`config.mk`:
```
export PLATFORM = sky130hd
export DESIGN_NAME = bnn_layer_seq_flat
export DESIGN_NICKNAME = d
export VERILOG_FILES = /design/src/rtl/bnn_pkg.sv /design/src/rtl/bnn_layer_seq_if.sv /design/src/rtl/bnn_xnor_popcount.sv /design/src/rtl/bnn_layer_seq.sv /design/src/flat_wrapper.sv
export SDC_FILE = /design/constraint.sdc
export NUM_CORES = 1
export LEC_CHECK = 0
export CAP_MARGIN = 40
export CELL_PAD_IN_SITES_DETAIL_PLACEMENT = 2
export CELL_PAD_IN_SITES_GLOBAL_PLACEMENT = 2
export CORE_AREA = 5 5 150 152
export CTS_BUF_LIST = sky130_fd_sc_hd__clkbuf_4 sky130_fd_sc_hd__clkbuf_8
export DETAILED_ROUTE_END_ITERATION = 8
export DIE_AREA = 0 0 155 157
export HOLD_SLACK_MARGIN = 0.12
export MAX_ROUTING_LAYER = met4
export PLACE_DENSITY_LB_ADDON = 0.2
export SYNTH_ARGS = -nofsm -noshare
export SYNTH_HDL_FRONTEND = slang
export SYNTH_SLANG_ARGS = --single-unit
```
`constraint.sdc`:
```
create_clock -name clk -period 13.2 [get_ports clk]
set_input_delay 1.98 -clock clk [delete_from_list [all_inputs] [get_ports clk]]
set_output_delay 1.98 -clock clk [all_outputs]
set_load 0.05 [all_outputs]
```
`src/rtl/bnn_pkg.sv`:
```
// Shared width helpers and popcount for the binary-neural-network layer.
package bnn_pkg;

    localparam int unsigned PopMaxW = 64;
    localparam int unsigned PopCntW = $clog2(PopMaxW + 1);

    // Index width that never collapses to zero bits for single-entry arrays.
    function automatic int unsigned idx_w(input int unsigned n);
        return (n > 1) ? $clog2(n) : 1;
    endfunction

    function automatic int unsigned max_u(input int unsigned a, input int unsigned b);
        return (a > b) ? a : b;
    endfunction

    function automatic int unsigned cnt_w(input int unsigned in_w, input int unsigned beats);
        return $clog2(in_w * beats + 1);
    endfunction

    function automatic logic [PopCntW-1:0] popcount(input logic [PopMaxW-1:0] v);
        logic [PopCntW-1:0] c;
        c = '0;
        for (int i = 0; i < PopMaxW; i++) begin
            c = c + PopCntW'(v[i]);
        end
        return c;
    endfunction

endpackage

```
`src/rtl/bnn_layer_seq_if.sv`:
```
// Beat stream, config write and result handshakes of the BNN layer.
interface bnn_layer_seq_if
    import bnn_pkg::*;
#(
    parameter int unsigned IN_W    = 8,
    parameter int unsigned BEATS   = 4,
    parameter int unsigned NEURONS = 4
);
    localparam int unsigned CntW   = cnt_w(IN_W, BEATS);
    localparam int unsigned NeurW  = idx_w(NEURONS);
    localparam int unsigned BeatW  = idx_w(BEATS);
    localparam int unsigned WDataW = max_u(IN_W, CntW);

    logic               in_valid;
    logic               in_ready;
    logic [IN_W-1:0]    in_data;
    logic               w_valid;
    logic               w_ready;
    logic               w_thr;
    logic [NeurW-1:0]   w_neuron;
    logic [BeatW-1:0]   w_beat;
    logic [WDataW-1:0]  w_data;
    logic               out_valid;
    logic               out_ready;
    logic [NEURONS-1:0] out_bits;

    modport master (
        output in_valid, in_data, w_valid, w_thr, w_neuron, w_beat, w_data, out_ready,
        input  in_ready, w_ready, out_valid, out_bits
    );

    modport slave (
        input  in_valid, in_data, w_valid, w_thr, w_neuron, w_beat, w_data, out_ready,
        output in_ready, w_ready, out_valid, out_bits
    );

endinterface

```
`src/rtl/bnn_xnor_popcount.sv`:
```
// One neuron's per-beat match count: popcount of XNOR(input word, weight word).
module bnn_xnor_popcount
    import bnn_pkg::*;
#(
    parameter int unsigned IN_W  = 8,
    parameter int unsigned CNT_W = 6
) (
    input  logic [IN_W-1:0]  a_i,
    input  logic [IN_W-1:0]  b_i,
    output logic [CNT_W-1:0] match_o
);
    logic [IN_W-1:0]    eq;
    logic [PopMaxW-1:0] eq_wide;

    // Extend after the inversion so the padding bits stay zero.
    assign eq      = ~(a_i ^ b_i);
    assign eq_wide = PopMaxW'(eq);
    assign match_o = CNT_W'(popcount(eq_wide));

endmodule

```
`src/rtl/bnn_layer_seq.sv`:
```
// NEURONS parallel XNOR-popcount neurons over a BEATS-word input sample with
// loadable weights/thresholds and valid/ready flow control.
module bnn_layer_seq
    import bnn_pkg::*;
#(
    parameter int unsigned IN_W    = 8,
    parameter int unsigned BEATS   = 4,
    parameter int unsigned NEURONS = 4
) (
    input logic            clk,
    input logic            rst,
    bnn_layer_seq_if.slave bus
);
    localparam int unsigned      CntW     = cnt_w(IN_W, BEATS);
    localparam int unsigned      BeatW    = idx_w(BEATS);
    localparam logic [BeatW-1:0] LastBeat = BeatW'(BEATS - 1);

    logic [IN_W-1:0]    weight_q [NEURONS][BEATS];
    logic [CntW-1:0]    thr_q    [NEURONS];
    logic [CntW-1:0]    acc_q    [NEURONS];
    logic [CntW-1:0]    acc_d    [NEURONS];
    logic [CntW-1:0]    match    [NEURONS];
    logic [CntW-1:0]    sum      [NEURONS];
    logic [NEURONS-1:0] fire;
    logic [BeatW-1:0]   beat_q, beat_d;
    logic               out_valid_q, out_valid_d;
    logic [NEURONS-1:0] out_bits_q, out_bits_d;
    logic               last_beat, in_ready, w_ready, in_fire, w_fire;

    // Only the final beat stalls, and only if it would clobber an unconsumed result.
    assign last_beat     = (beat_q == LastBeat);
    assign in_ready      = !(last_beat && out_valid_q && !bus.out_ready);
    assign w_ready       = (beat_q == '0);
    assign in_fire       = bus.in_valid && in_ready;
    assign w_fire        = bus.w_valid && w_ready;
    assign bus.in_ready  = in_ready;
    assign bus.w_ready   = w_ready;
    assign bus.out_valid = out_valid_q;
    assign bus.out_bits  = out_bits_q;

    for (genvar n = 0; n < NEURONS; n++) begin : g_neuron
        bnn_xnor_popcount #(
            .IN_W  (IN_W),
            .CNT_W (CntW)
        ) u_pc (
            .a_i     (bus.in_data),
            .b_i     (weight_q[n][beat_q]),
            .match_o (match[n])
        );
        assign sum[n]  = acc_q[n] + match[n];
        assign fire[n] = (sum[n] >= thr_q[n]);
    end

    always_comb begin
        beat_d      = beat_q;
        acc_d       = acc_q;
        out_valid_d = out_valid_q;
        out_bits_d  = out_bits_q;
        if (out_valid_q && bus.out_ready) begin
            out_valid_d = 1'b0;
        end
        if (in_fire) begin
            if (last_beat) begin
                beat_d      = '0;
                acc_d       = '{default: '0};
                out_valid_d = 1'b1;
                out_bits_d  = fire;
            end else begin
                beat_d = beat_q + 1'b1;
                acc_d  = sum;
            end
        end
    end

    always_ff @(posedge clk) begin
        if (rst) begin
            beat_q      <= '0;
            acc_q       <= '{default: '0};
            thr_q       <= '{default: '0};
            out_valid_q <= 1'b0;
            out_bits_q  <= '0;
            for (int n = 0; n < NEURONS; n++) begin
                for (int b = 0; b < BEATS; b++) begin
                    weight_q[n][b] <= '0;
                end
            end
        end else begin
            beat_q      <= beat_d;
            acc_q       <= acc_d;
            out_valid_q <= out_valid_d;
            out_bits_q  <= out_bits_d;
            if (w_fire && (32'(bus.w_neuron) < NEURONS)) begin
                if (bus.w_thr) begin
                    thr_q[bus.w_neuron] <= bus.w_data[CntW-1:0];
                end else if (32'(bus.w_beat) < BEATS) begin
                    weight_q[bus.w_neuron][bus.w_beat] <= bus.w_data[IN_W-1:0];
                end
            end
        end
    end

endmodule

```
`src/flat_wrapper.sv`:
```
// flat-port wrapper written by rule: the top's interface ports become plain ports
module bnn_layer_seq_flat import bnn_pkg::*;
#(
    parameter int unsigned IN_W    = 8,
    parameter int unsigned BEATS   = 4,
    parameter int unsigned NEURONS = 4
)
  (clk, rst, bus_in_valid, bus_in_data, bus_w_valid, bus_w_thr, bus_w_neuron, bus_w_beat, bus_w_data, bus_out_ready, bus_in_ready, bus_w_ready, bus_out_valid, bus_out_bits);
  bnn_layer_seq_if #(.IN_W(IN_W), .BEATS(BEATS), .NEURONS(NEURONS)) bus_i ();
  input logic clk;
  input logic rst;
  input wire logic [$bits(bus_i.in_valid)-1:0] bus_in_valid;
  input wire logic [$bits(bus_i.in_data)-1:0] bus_in_data;
  input wire logic [$bits(bus_i.w_valid)-1:0] bus_w_valid;
  input wire logic [$bits(bus_i.w_thr)-1:0] bus_w_thr;
  input wire logic [$bits(bus_i.w_neuron)-1:0] bus_w_neuron;
  input wire logic [$bits(bus_i.w_beat)-1:0] bus_w_beat;
  input wire logic [$bits(bus_i.w_data)-1:0] bus_w_data;
  input wire logic [$bits(bus_i.out_ready)-1:0] bus_out_ready;
  output wire logic [$bits(bus_i.in_ready)-1:0] bus_in_ready;
  output wire logic [$bits(bus_i.w_ready)-1:0] bus_w_ready;
  output wire logic [$bits(bus_i.out_valid)-1:0] bus_out_valid;
  output wire logic [$bits(bus_i.out_bits)-1:0] bus_out_bits;
  assign bus_i.in_valid = bus_in_valid;
  assign bus_i.in_data = bus_in_data;
  assign bus_i.w_valid = bus_w_valid;
  assign bus_i.w_thr = bus_w_thr;
  assign bus_i.w_neuron = bus_w_neuron;
  assign bus_i.w_beat = bus_w_beat;
  assign bus_i.w_data = bus_w_data;
  assign bus_i.out_ready = bus_out_ready;
  assign bus_in_ready = bus_i.in_ready;
  assign bus_w_ready = bus_i.w_ready;
  assign bus_out_valid = bus_i.out_valid;
  assign bus_out_bits = bus_i.out_bits;
  bnn_layer_seq #(.IN_W(IN_W), .BEATS(BEATS), .NEURONS(NEURONS)) u_core (.clk(clk), .rst(rst), .bus(bus_i));
endmodule
```
==> flow_summary.html, run 1 <==
<table>
<tr><th>Metric</th><th>Value</th></tr>
<tr><th colspan="2">Routing</th></tr>
<tr><td>Count of antenna-violating nets left after detailed routing</td><td>0</td></tr>
<tr><td>Vias/cell</td><td>between 5 and 6</td></tr>
<tr><td>DR WL/cell</td><td>24.9 um</td></tr>
<tr><td>Total via count in the routed design</td><td>about 6400</td></tr>
<tr><td>Number of iterations in the first detailed-routing pass</td><td>5</td></tr>
<tr><td>Post-Route WL</td><td>approximately 28000 um</td></tr>
<tr><td>Residual DRC</td><td>0</td></tr>
<tr><td>Count of routing violations after the opening detailed-route iteration</td><td>390</td></tr>
<tr><th colspan="2">Worst setup path</th></tr>
<tr><td>Internal reg-to-reg setup slack</td><td>just under 7 ns</td></tr>
<tr><td>Startpoint of the lowest-slack register-to-register path</td><td>u_core.beat_q[0]</td></tr>
<tr><td>Crit. End Element</td><td>register</td></tr>
<tr><td>Maximum net fanout on the critical path</td><td>4</td></tr>
<tr><td>Capture instance of the worst register-to-register path</td><td>u_core.bus.out_bits[0]</td></tr>
<tr><td>Cells traversed along the worst timing path</td><td>clkdlybuf4s50_1, xor2_1, fa_1, fa_1, inv_1, fa_1, fa_1, inv_1, fa_1, nor2b_1, o21ai_0, nor2b_1, xnor2_1, ha_1, a2111oi_0, a221o_1, a31oi_1</td></tr>
<tr><td>Setup Crit Path Kind</td><td>in -&gt; reg</td></tr>
<tr><td>Worst path buffer plus inverter count</td><td>3</td></tr>
<tr><td>Number of cells on the critical path</td><td>17</td></tr>
<tr><td>Required arrival time at the worst endpoint</td><td>13.54 ns</td></tr>
<tr><td>Delay of the slowest cell on the worst path</td><td>~0.65 ns</td></tr>
<tr><td>Data arrival time of the critical path</td><td>between 7 and 8 ns</td></tr>
<tr><td>Critical Path End</td><td>u_core.bus.out_bits[0]</td></tr>
<tr><td>Worst reg2reg path depth</td><td>18</td></tr>
<tr><td>CP startpoint kind</td><td>input port</td></tr>
<tr><td>Slowest cell on crit path</td><td>a2111oi_0</td></tr>
<tr><td>CP most frequent cell</td><td>fa_1</td></tr>
<tr><td>Critical Path Source</td><td>bus_in_data[3]</td></tr>
<tr><td>Family of cells with the greatest summed delay on the critical path</td><td>adder cells</td></tr>
<tr><th colspan="2">Global route</th></tr>
<tr><td>Global-route wire length before repair</td><td>~44000 um</td></tr>
<tr><td>Tot GR Track Use</td><td>0.249</td></tr>
<tr><td>Maximum number of pins on one net before global-route repair</td><td>76</td></tr>
<tr><td>Initial antenna violation count</td><td>0</td></tr>
<tr><td>Overall overflow remaining after global route</td><td>0</td></tr>
<tr><td>Number of global-route vias before repair</td><td>7388</td></tr>
<tr><th colspan="2">STA</th></tr>
<tr><td>Rel. slew slack</td><td>0.417</td></tr>
<tr><td>Final count of negative-setup-slack endpoints</td><td>0</td></tr>
<tr><td>Top achievable clock speed</td><td>approximately 150 MHz</td></tr>
<tr><td>Worst-case clock skew</td><td>around 0.015 ns</td></tr>
<tr><td>Final number of max-transition violations</td><td>0</td></tr>
<tr><td>Accumulated negative setup slack</td><td>0 ns</td></tr>
<tr><td>Crit path time final</td><td>6.87 ns</td></tr>
<tr><td>Crit share post-route</td><td>0.520</td></tr>
<tr><td>Unrepaired setup endpoints after global routing</td><td>no</td></tr>
<tr><td>Slew at the pin closest to its max-slew limit</td><td>~0.87 ns</td></tr>
<tr><td>Total count of hold-check failures in the final report</td><td>0</td></tr>
<tr><th colspan="2">Power</th></tr>
<tr><td>Part of the total power dissipated in the clock network</td><td>0.212</td></tr>
<tr><td>Worst supply voltage drop on vdd</td><td>0.0000695 V</td></tr>
<tr><td>Relative contribution of sequential cells to total power</td><td>0.362</td></tr>
<tr><td>Sum of internal, switching and leakage power</td><td>1.86 mW</td></tr>
<tr><td>Power per standard cell area</td><td>roughly 170 mW/mm^2</td></tr>
<tr><td>Leakage power total</td><td>around 4.2 nW</td></tr>
<tr><td>Cell internal power dissipation</td><td>1.14 mW</td></tr>
<tr><td>Net switching power figure</td><td>0.727 mW</td></tr>
<tr><td>Fraction of power spent switching nets</td><td>0.390</td></tr>
<tr><td>Proportion of power drawn by combinational gates</td><td>0.426</td></tr>
<tr><th colspan="2">Cells and area</th></tr>
<tr><td>Cell area after layout</td><td>0.0110 sq mm</td></tr>
<tr><td>Area growth syn-to-layout</td><td>10.3%</td></tr>
<tr><td>Most common cell after layout, fill and taps aside</td><td>and2_1</td></tr>
<tr><td>Layout fillers</td><td>2046</td></tr>
<tr><td>Finished Core Util</td><td>0.524</td></tr>
<tr><td>Non-filler instance count after layout</td><td>between 1000 and 1500</td></tr>
<tr><td>Storage element area</td><td>0.00495 sq mm</td></tr>
<tr><td>Most frequent cells in the layout</td><td>and2_1 (129), edfxtp_1 (128), inv_1 (68)</td></tr>
<tr><td>Fraction of layout instances using a drive strength above 1</td><td>0.122</td></tr>
<tr><td>Antenna diode instance count</td><td>0</td></tr>
<tr><td>Area taken by multi-input logic gates</td><td>roughly 0.0045 sq mm</td></tr>
<tr><td>Fin nets</td><td>about 950</td></tr>
<tr><th colspan="2">Clock network</th></tr>
<tr><td>Clock root buffer master</td><td>clkbuf_8</td></tr>
<tr><td>Worst-Skew Late Latency</td><td>a little under 0.5 ns</td></tr>
<tr><td>Clock-pin slew on the worst setup and hold paths</td><td>~0.11 ns</td></tr>
<tr><td>Number of buffers added by the clock tree synthesis step</td><td>17</td></tr>
<tr><td>H-tree depth</td><td>4</td></tr>
<tr><td>Number of sinks on the clock net</td><td>~180</td></tr>
<tr><td>Number of instances resized during post-cts repair</td><td>0</td></tr>
<tr><td>CTS tree</td><td>yes</td></tr>
<tr><td>Number of buffers added for setup after CTS</td><td>0</td></tr>
<tr><td>Number of buffers between clock root and the deepest sink</td><td>2</td></tr>
<tr><td>Hold-fix buffers at CTS</td><td>0</td></tr>
<tr><th colspan="2">Synth</th></tr>
<tr><td>Sequential area share after synthesis</td><td>0.498</td></tr>
<tr><td>Mapped Nets</td><td>between 900 and 1000</td></tr>
<tr><td>Synthesized instance count</td><td>~830</td></tr>
<tr><td>Cell area after synthesis</td><td>~0.0099 sq mm</td></tr>
<tr><td>Synthesized area per cell</td><td>between 10 and 15 sq um</td></tr>
<tr><td>Count of different cell masters after synthesis</td><td>42</td></tr>
<tr><td>Yosys reg bits</td><td>roughly 180</td></tr>
<tr><td>Synthesis warning total</td><td>0</td></tr>
<tr><th colspan="2">Run status</th></tr>
<tr><td>Result of the run</td><td>completed</td></tr>
<tr><th colspan="2">Placement</th></tr>
<tr><td>Standard cell area after detailed placement</td><td>roughly 0.011 sq mm</td></tr>
<tr><td>Placed cell count</td><td>about 1100</td></tr>
<tr><td>Port bufs</td><td>32</td></tr>
<tr><td>HPWL after detailed placement</td><td>roughly 21000 um</td></tr>
<tr><td>Weighted congestion at the end of routability-driven global placement</td><td>just under 0.8</td></tr>
<tr><th colspan="2">Floorplanning</th></tr>
<tr><td>Initial Utilization</td><td>0.475</td></tr>
<tr><td>Floorplan row count</td><td>53</td></tr>
<tr><td>DIE HEIGHT</td><td>~160 um</td></tr>
<tr><td>Total die area</td><td>between 0.02 and 0.025 sq mm</td></tr>
<tr><td>Die Span X</td><td>between 150 and 200 um</td></tr>
<tr><td>Area of the core</td><td>between 0.02 and 0.025 sq mm</td></tr>
<tr><td>Number of top-level pins</td><td>33</td></tr>
<tr><th colspan="2">Flow run</th></tr>
<tr><td>Reported max-cap violation count</td><td>0</td></tr>
<tr><th colspan="2">Worst hold path</th></tr>
<tr><td>Worst hold-check path type</td><td>reg -&gt; reg</td></tr>
<tr><td>Worst Hold Path Cells</td><td>2</td></tr>
</table>
-- synth_stat cells, drive strengths merged --
master   instances  area [sq um]
and2           129           807
o21ai           10          50.1
and4bb           1          12.5
fa              20           400
a221o            6          60.1
nand3b          11          82.6
nor3b            8          60.1
a21oi           25           125
nor2            45           181
xor2            22           193
o21bai           2          15.0
or3b             5          46.3
o211ai           6          45.0
nand3            7          35.0
xnor2           26           228
a2111oi          4          35.0
and3             4          25.0
a211o            4          35.0
or2             16           100
a21o             2          15.0
a31oi            8          50.1
nand2b          13          81.3
inv             68           255
o221ai           4          35.0
buf             16          77.6
a22o             4          35.0
mux2i           18           180
nand2           33           124
or3              9          56.3
dfxtp           55          1100
nor2b            9          56.3
clkbuf          27           101
ha              50           626
edfxtp         128          3840
nor3             4          31.3
mux4            32           721
-- layout make-up --
class                           count  share of cell area
Clock buffer                       17              0.0214
Clock inverter                     15              0.0158
Inverter                           68              0.0233
Multi-Input combinational cell    537               0.415
Sequential cell                   183               0.452
Tap cell                          275              0.0314
Timing Repair Buffer               46              0.0415
-- sequential cells by signal, summed over array words and instances, names as in the netlist --
signal	cells
u_core.beat_q	2
u_core.bus.out_valid	1
u_core.weight_q	128
u_core.thr_q	24
u_core.bus.out_bits	4
u_core.acc_q	24
-- how the worst min path moves through the flow --
stage                                 from          endpoint  slack [ns]
after floorplan            u_core.acc_q[0]   u_core.acc_q[0]        0.43
final                      u_core.acc_q[0]   u_core.acc_q[0]        0.48
after detailed placement   u_core.acc_q[0]   u_core.acc_q[0]        0.47
after global placement    u_core.acc_q[20]  u_core.acc_q[20]        0.44
after global routing       u_core.acc_q[0]   u_core.acc_q[0]        0.50
after CTS                  u_core.acc_q[0]   u_core.acc_q[0]        0.48
-- power groups by stage --
stage / clock [mW] / sequential, mW / combinational [mW]
after global routing: 0.428 / 0.678 / 0.908
after CTS: 0.403 / 0.675 / 0.815
after global placement: 0 / 0.682 / 0.731
final: 0.396 / 0.675 / 0.794
after floorplan: 0 / 0.678 / 0.558
after detailed placement: 0 / 0.687 / 0.801
-- kinds of logic (layout without fill, tap and decap cells) --
kind of cell,Yosys count,after routing,synth area share
flip-flops,183,183,0.498
XOR/XNOR,48,48,0.0424
buffers and inverters,111,146,0.0437
adder cells (fa/ha/maj),70,70,0.103
multiplexers,50,50,0.0908
AND/OR/NAND/NOR,294,294,0.171
AO/OA/AOI/OAI,75,75,0.0504
-- stage by stage --
step           setup WS, ns  hold slack [ns]
2_1_floorplan          7.22            0.432
3_3_place_gp           6.34            0.442
3_5_place_dp           5.85            0.466
4_1_cts                6.33            0.482
5_1_grt                6.16            0.504
6_report               6.33            0.475
-- per-layer routing --
layer  GRT usage  share of wire  vias up
li1            -              -     2927
met1       0.290           0.40     3344
met2       0.458           0.55       95
met3      0.0363          0.033       32
met4      0.0559          0.014        0
met5           -              0        -
-- worst register-to-register path, cell delays in order, from the launching register on --
cell	delay [ns]
dfxtp_2	0.33
buf_4	0.57
mux4_2	0.69
xor2_1	0.19
fa_1	0.55
fa_1	0.57
inv_1	0.06
fa_1	0.52
fa_1	0.48
inv_1	0.09
fa_1	0.21
nor2b_1	0.06
o21ai_0	0.25
nor2b_1	0.29
xnor2_1	0.10
ha_1	0.20
a2111oi_0	0.65
a221o_1	0.27
a31oi_1	0.06
Power figures use the tool's default switching activity.
==> run 2: changes to the inputs <==
--- a/config.mk
+++ b/config.mk
@@ -8,10 +8,10 @@
 export CAP_MARGIN = 40
 export CELL_PAD_IN_SITES_DETAIL_PLACEMENT = 2
 export CELL_PAD_IN_SITES_GLOBAL_PLACEMENT = 2
-export CORE_AREA = 5 5 150 152
+export CORE_AREA = 5 5 157 159
 export CTS_BUF_LIST = sky130_fd_sc_hd__clkbuf_4 sky130_fd_sc_hd__clkbuf_8
 export DETAILED_ROUTE_END_ITERATION = 8
-export DIE_AREA = 0 0 155 157
+export DIE_AREA = 0 0 162 164
 export HOLD_SLACK_MARGIN = 0.12
 export MAX_ROUTING_LAYER = met4
 export PLACE_DENSITY_LB_ADDON = 0.2
==> constraint.sdc (replaced) <==
create_clock -name clk -period 7 [get_ports clk]
set_input_delay 1.05 -clock clk [delete_from_list [all_inputs] [get_ports clk]]
set_output_delay 1.05 -clock clk [all_outputs]
set_load 0.05 [all_outputs]
==> run 2 against run 1 <==
  * Wire length shrank 2.6%
  * Register-to-register slack worse by 5.8 ns
  * Clock power is 90% higher
  * Hold slack worse by 0.0046 ns
  * Count of clock-buffer cells in the layout is the same
  * Core utilization fell by 4.9 points
  * Worst setup slack got worse by 5.2 ns
  * Critical path type is now reg -> reg
==> flow_summary.html, run 2 (synthesis results as in run 1) <==
<table>
<tr><th>Metric</th><th>Value</th></tr>
<tr><th colspan="2">Run status</th></tr>
<tr><td>Result of the run</td><td>completed</td></tr>
<tr><th colspan="2">Worst setup path</th></tr>
<tr><td>Crit. End Element</td><td>register</td></tr>
<tr><td>Maximum net fanout on the critical path</td><td>20 (+16)</td></tr>
<tr><td>Setup Crit Path Kind</td><td>reg -&gt; reg</td></tr>
<tr><td>CP startpoint kind</td><td>register</td></tr>
<tr><td>Family of cells with the greatest summed delay on the critical path</td><td>adder cells</td></tr>
<tr><td>CP most frequent cell</td><td>fa_1</td></tr>
<tr><td>Data arrival time of the critical path</td><td>6.23 ns (-0.97 ns)</td></tr>
<tr><td>Required arrival time at the worst endpoint</td><td>7.33 ns (-6.21 ns)</td></tr>
<tr><td>Cells traversed along the worst timing path</td><td>buf_12, mux4_2, xor2_1, fa_1, fa_1, inv_1, fa_1, fa_1, inv_1, fa_1, nor2b_1, o21ai_0, nor2b_1, xnor2_1, ha_1, a2111oi_0, a221o_1, a31oi_1</td></tr>
<tr><td>Worst path buffer plus inverter count</td><td>3 (unchanged)</td></tr>
<tr><td>Delay of the slowest cell on the worst path</td><td>0.58 ns (-0.07 ns)</td></tr>
<tr><td>Slowest cell on crit path</td><td>mux4_2</td></tr>
<tr><th colspan="2">Cells and area</th></tr>
<tr><td>Fin nets</td><td>948 (-0.11%)</td></tr>
<tr><td>Flip-flop count of the largest register after layout</td><td>128 (unchanged)</td></tr>
<tr><td>Cell area after layout</td><td>0.0110 sq mm (+0.27%)</td></tr>
<tr><td>Non-filler instance count after layout</td><td>1155 (+1.2%)</td></tr>
<tr><td>Area growth syn-to-layout</td><td>10.7%</td></tr>
<tr><td>Fraction of layout instances using a drive strength above 1</td><td>0.120 (-0.00217)</td></tr>
<tr><td>Largest registers ranked by flip-flop count</td><td>u_core.weight_q x128, u_core.acc_q x24, u_core.thr_q x24</td></tr>
<tr><td>Most common cell after layout, fill and taps aside</td><td>and2_1</td></tr>
<tr><td>Antenna diode instance count</td><td>0 (unchanged)</td></tr>
<tr><td>Most flops, register</td><td>u_core.weight_q</td></tr>
<tr><td>Most frequent cells in the layout</td><td>and2_1 (129), edfxtp_1 (128), inv_1 (68)</td></tr>
<tr><td>Finished Core Util</td><td>0.475 (-0.0493)</td></tr>
<tr><th colspan="2">STA</th></tr>
<tr><td>Crit share post-route</td><td>0.842</td></tr>
<tr><td>Slew at the pin closest to its max-slew limit</td><td>0.865 ns (-0.00962 ns)</td></tr>
<tr><td>Final count of negative-setup-slack endpoints</td><td>0 (unchanged)</td></tr>
<tr><td>Top achievable clock speed</td><td>170 MHz</td></tr>
<tr><td>Total count of hold-check failures in the final report</td><td>0 (unchanged)</td></tr>
<tr><td>Worst-case clock skew</td><td>0.0191 ns (+0.00428 ns)</td></tr>
<tr><td>Final number of max-transition violations</td><td>0 (unchanged)</td></tr>
<tr><td>Rel. slew slack</td><td>0.423 (+0.00642)</td></tr>
<tr><td>Unrepaired setup endpoints after global routing</td><td>no</td></tr>
<tr><td>Crit path time final</td><td>~5.9 ns</td></tr>
<tr><td>Accumulated negative setup slack</td><td>0 ns (unchanged)</td></tr>
<tr><th colspan="2">Floorplanning</th></tr>
<tr><td>Total die area</td><td>0.0266 sq mm (+9.2%)</td></tr>
<tr><td>Initial Utilization</td><td>0.429 (-0.0459)</td></tr>
<tr><td>Floorplan row count</td><td>56 (+5.7%)</td></tr>
<tr><td>Die Span X</td><td>162 um (+4.5%)</td></tr>
<tr><td>Number of top-level pins</td><td>33 (unchanged)</td></tr>
<tr><td>DIE HEIGHT</td><td>164 um (+4.5%)</td></tr>
<tr><td>Area of the core</td><td>0.0231 sq mm (+11%)</td></tr>
<tr><th colspan="2">Clock network</th></tr>
<tr><td>Clock root buffer master</td><td>clkbuf_8</td></tr>
<tr><td>Number of buffers added for setup after CTS</td><td>0 (unchanged)</td></tr>
<tr><td>Number of sinks on the clock net</td><td>183 (unchanged)</td></tr>
<tr><td>Number of buffers between clock root and the deepest sink</td><td>2 (unchanged)</td></tr>
<tr><td>Number of buffers added by the clock tree synthesis step</td><td>17 (unchanged)</td></tr>
<tr><td>CTS tree</td><td>yes</td></tr>
<tr><td>Number of instances resized during post-cts repair</td><td>0 (unchanged)</td></tr>
<tr><td>Worst-Skew Late Latency</td><td>0.49 ns (about the same)</td></tr>
<tr><td>Hold-fix buffers at CTS</td><td>0 (unchanged)</td></tr>
<tr><td>Clock-pin slew on the worst setup and hold paths</td><td>0.11 ns (about the same)</td></tr>
<tr><td>H-tree depth</td><td>4 (unchanged)</td></tr>
<tr><th colspan="2">Routing</th></tr>
<tr><td>Residual DRC</td><td>0 (unchanged)</td></tr>
<tr><td>Count of antenna-violating nets left after detailed routing</td><td>0 (unchanged)</td></tr>
<tr><td>Vias/cell</td><td>5.48 (-2.2%)</td></tr>
<tr><td>Post-Route WL</td><td>27700 um (-2.6%)</td></tr>
<tr><td>Total via count in the routed design</td><td>6334 (-1.0%)</td></tr>
<tr><td>Count of routing violations after the opening detailed-route iteration</td><td>286 (-27%)</td></tr>
<tr><td>DR WL/cell</td><td>24.0 um (-3.8%)</td></tr>
<tr><td>Number of iterations in the first detailed-routing pass</td><td>4 (-1)</td></tr>
<tr><th colspan="2">Global route</th></tr>
<tr><td>Initial antenna violation count</td><td>0 (unchanged)</td></tr>
<tr><td>Tot GR Track Use</td><td>0.222 (-0.0268)</td></tr>
<tr><td>Maximum number of pins on one net before global-route repair</td><td>76 (unchanged)</td></tr>
<tr><td>Number of global-route vias before repair</td><td>7295 (-1.3%)</td></tr>
<tr><td>Global-route wire length before repair</td><td>43100 um (-2.4%)</td></tr>
<tr><td>Overall overflow remaining after global route</td><td>0 (unchanged)</td></tr>
<tr><th colspan="2">Placement</th></tr>
<tr><td>Weighted congestion at the end of routability-driven global placement</td><td>0.802 (+1.5%)</td></tr>
<tr><td>HPWL after detailed placement</td><td>20300 um (-1.5%)</td></tr>
<tr><td>Placed cell count</td><td>1122 (+1.2%)</td></tr>
<tr><td>Port bufs</td><td>32 (unchanged)</td></tr>
<tr><td>Standard cell area after detailed placement</td><td>0.0106 sq mm (+0.22%)</td></tr>
<tr><th colspan="2">Worst hold path</th></tr>
<tr><td>Worst hold-check path type</td><td>reg -&gt; reg</td></tr>
<tr><th colspan="2">Flow run</th></tr>
<tr><td>Reported max-cap violation count</td><td>0 (unchanged)</td></tr>
<tr><th colspan="2">Power</th></tr>
<tr><td>Worst supply voltage drop on vdd</td><td>0.000126 V (+82%)</td></tr>
<tr><td>Power per standard cell area</td><td>316 mW/mm^2 (+85%)</td></tr>
<tr><td>Leakage power total</td><td>4.21 nW (+0.16%)</td></tr>
</table>
run 2: cell count changes in the layout (fill, tap and decap cells not counted), sizes merged:
| cell | before | now |
|---|---|---|
| inv | 75 | 76 |
| buf | 15 | 14 |
| clkinv | 6 | 7 |
| clkinvlp | 2 | 0 |
run 2: where the power goes:
group | leakage, nW | total (mW) | switching (mW) | internal, mW
combinational | 2.24 | 1.44 | 0.807 | 0.638
clock | 0.205 | 0.751 | 0.477 | 0.274
sequential | 1.76 | 1.27 | 0.0426 | 1.23
total | 4.21 | 3.47 | 1.33 | 2.14
run 2: worst reg2reg max path: stages, from the launching register on:
cell and delay, ns:
dfxtp_2 0.50, buf_12 0.26, mux4_2 0.60, xor2_1 0.22
fa_1 0.49, fa_1 0.55, inv_1 0.06, fa_1 0.53
fa_1 0.50, inv_1 0.10, fa_1 0.22, nor2b_1 0.07
o21ai_0 0.23, nor2b_1 0.26, xnor2_1 0.09, ha_1 0.18
a2111oi_0 0.58, a221o_1 0.27, a31oi_1 0.06
run 2: area by class of cell:
type                            instances  area (sq um)
Tap cell                              290           363
Fill cell                            2367         12100
Clock buffer                           17           234
Clock inverter                         15           174
Inverter                               68           255
Multi-Input combinational cell        537          4550
Timing Repair Buffer                   45           464
Sequential cell                       183          4950
run 2: metrics by stage:
stage | setup slack (ns) | total power, mW | hold slack (ns)
2_1_floorplan | 1.68 | 2.33 | 0.432
3_3_place_gp | 1.04 | 2.64 | 0.444
3_5_place_dp | 0.700 | 2.76 | 0.458
4_1_cts | 1.08 | 3.52 | 0.473
5_1_grt | 0.757 | 3.75 | 0.496
6_report | 1.10 | 3.47 | 0.471
run 2: worst paths after layout:
check	start	end	slack, ns	cells past startpoint
worst min register to register	u_core.acc_q[8]	u_core.acc_q[8]	0.47	2
worst max-delay path	u_core.beat_q[0]	u_core.bus.out_bits[3]	1.10	18
worst min-delay path	u_core.acc_q[8]	u_core.acc_q[8]	0.47	2
worst max register to register	u_core.beat_q[0]	u_core.bus.out_bits[3]	1.10	18
run 2: metal layers:
metal  vias to the layer above  GRT usage  part of all wire
li1                       2920          -                 -
met1                      3277      0.268              0.43
met2                       106      0.400              0.53
met3                        31     0.0294             0.024
met4                         0     0.0527             0.016
met5                         -          -                 0
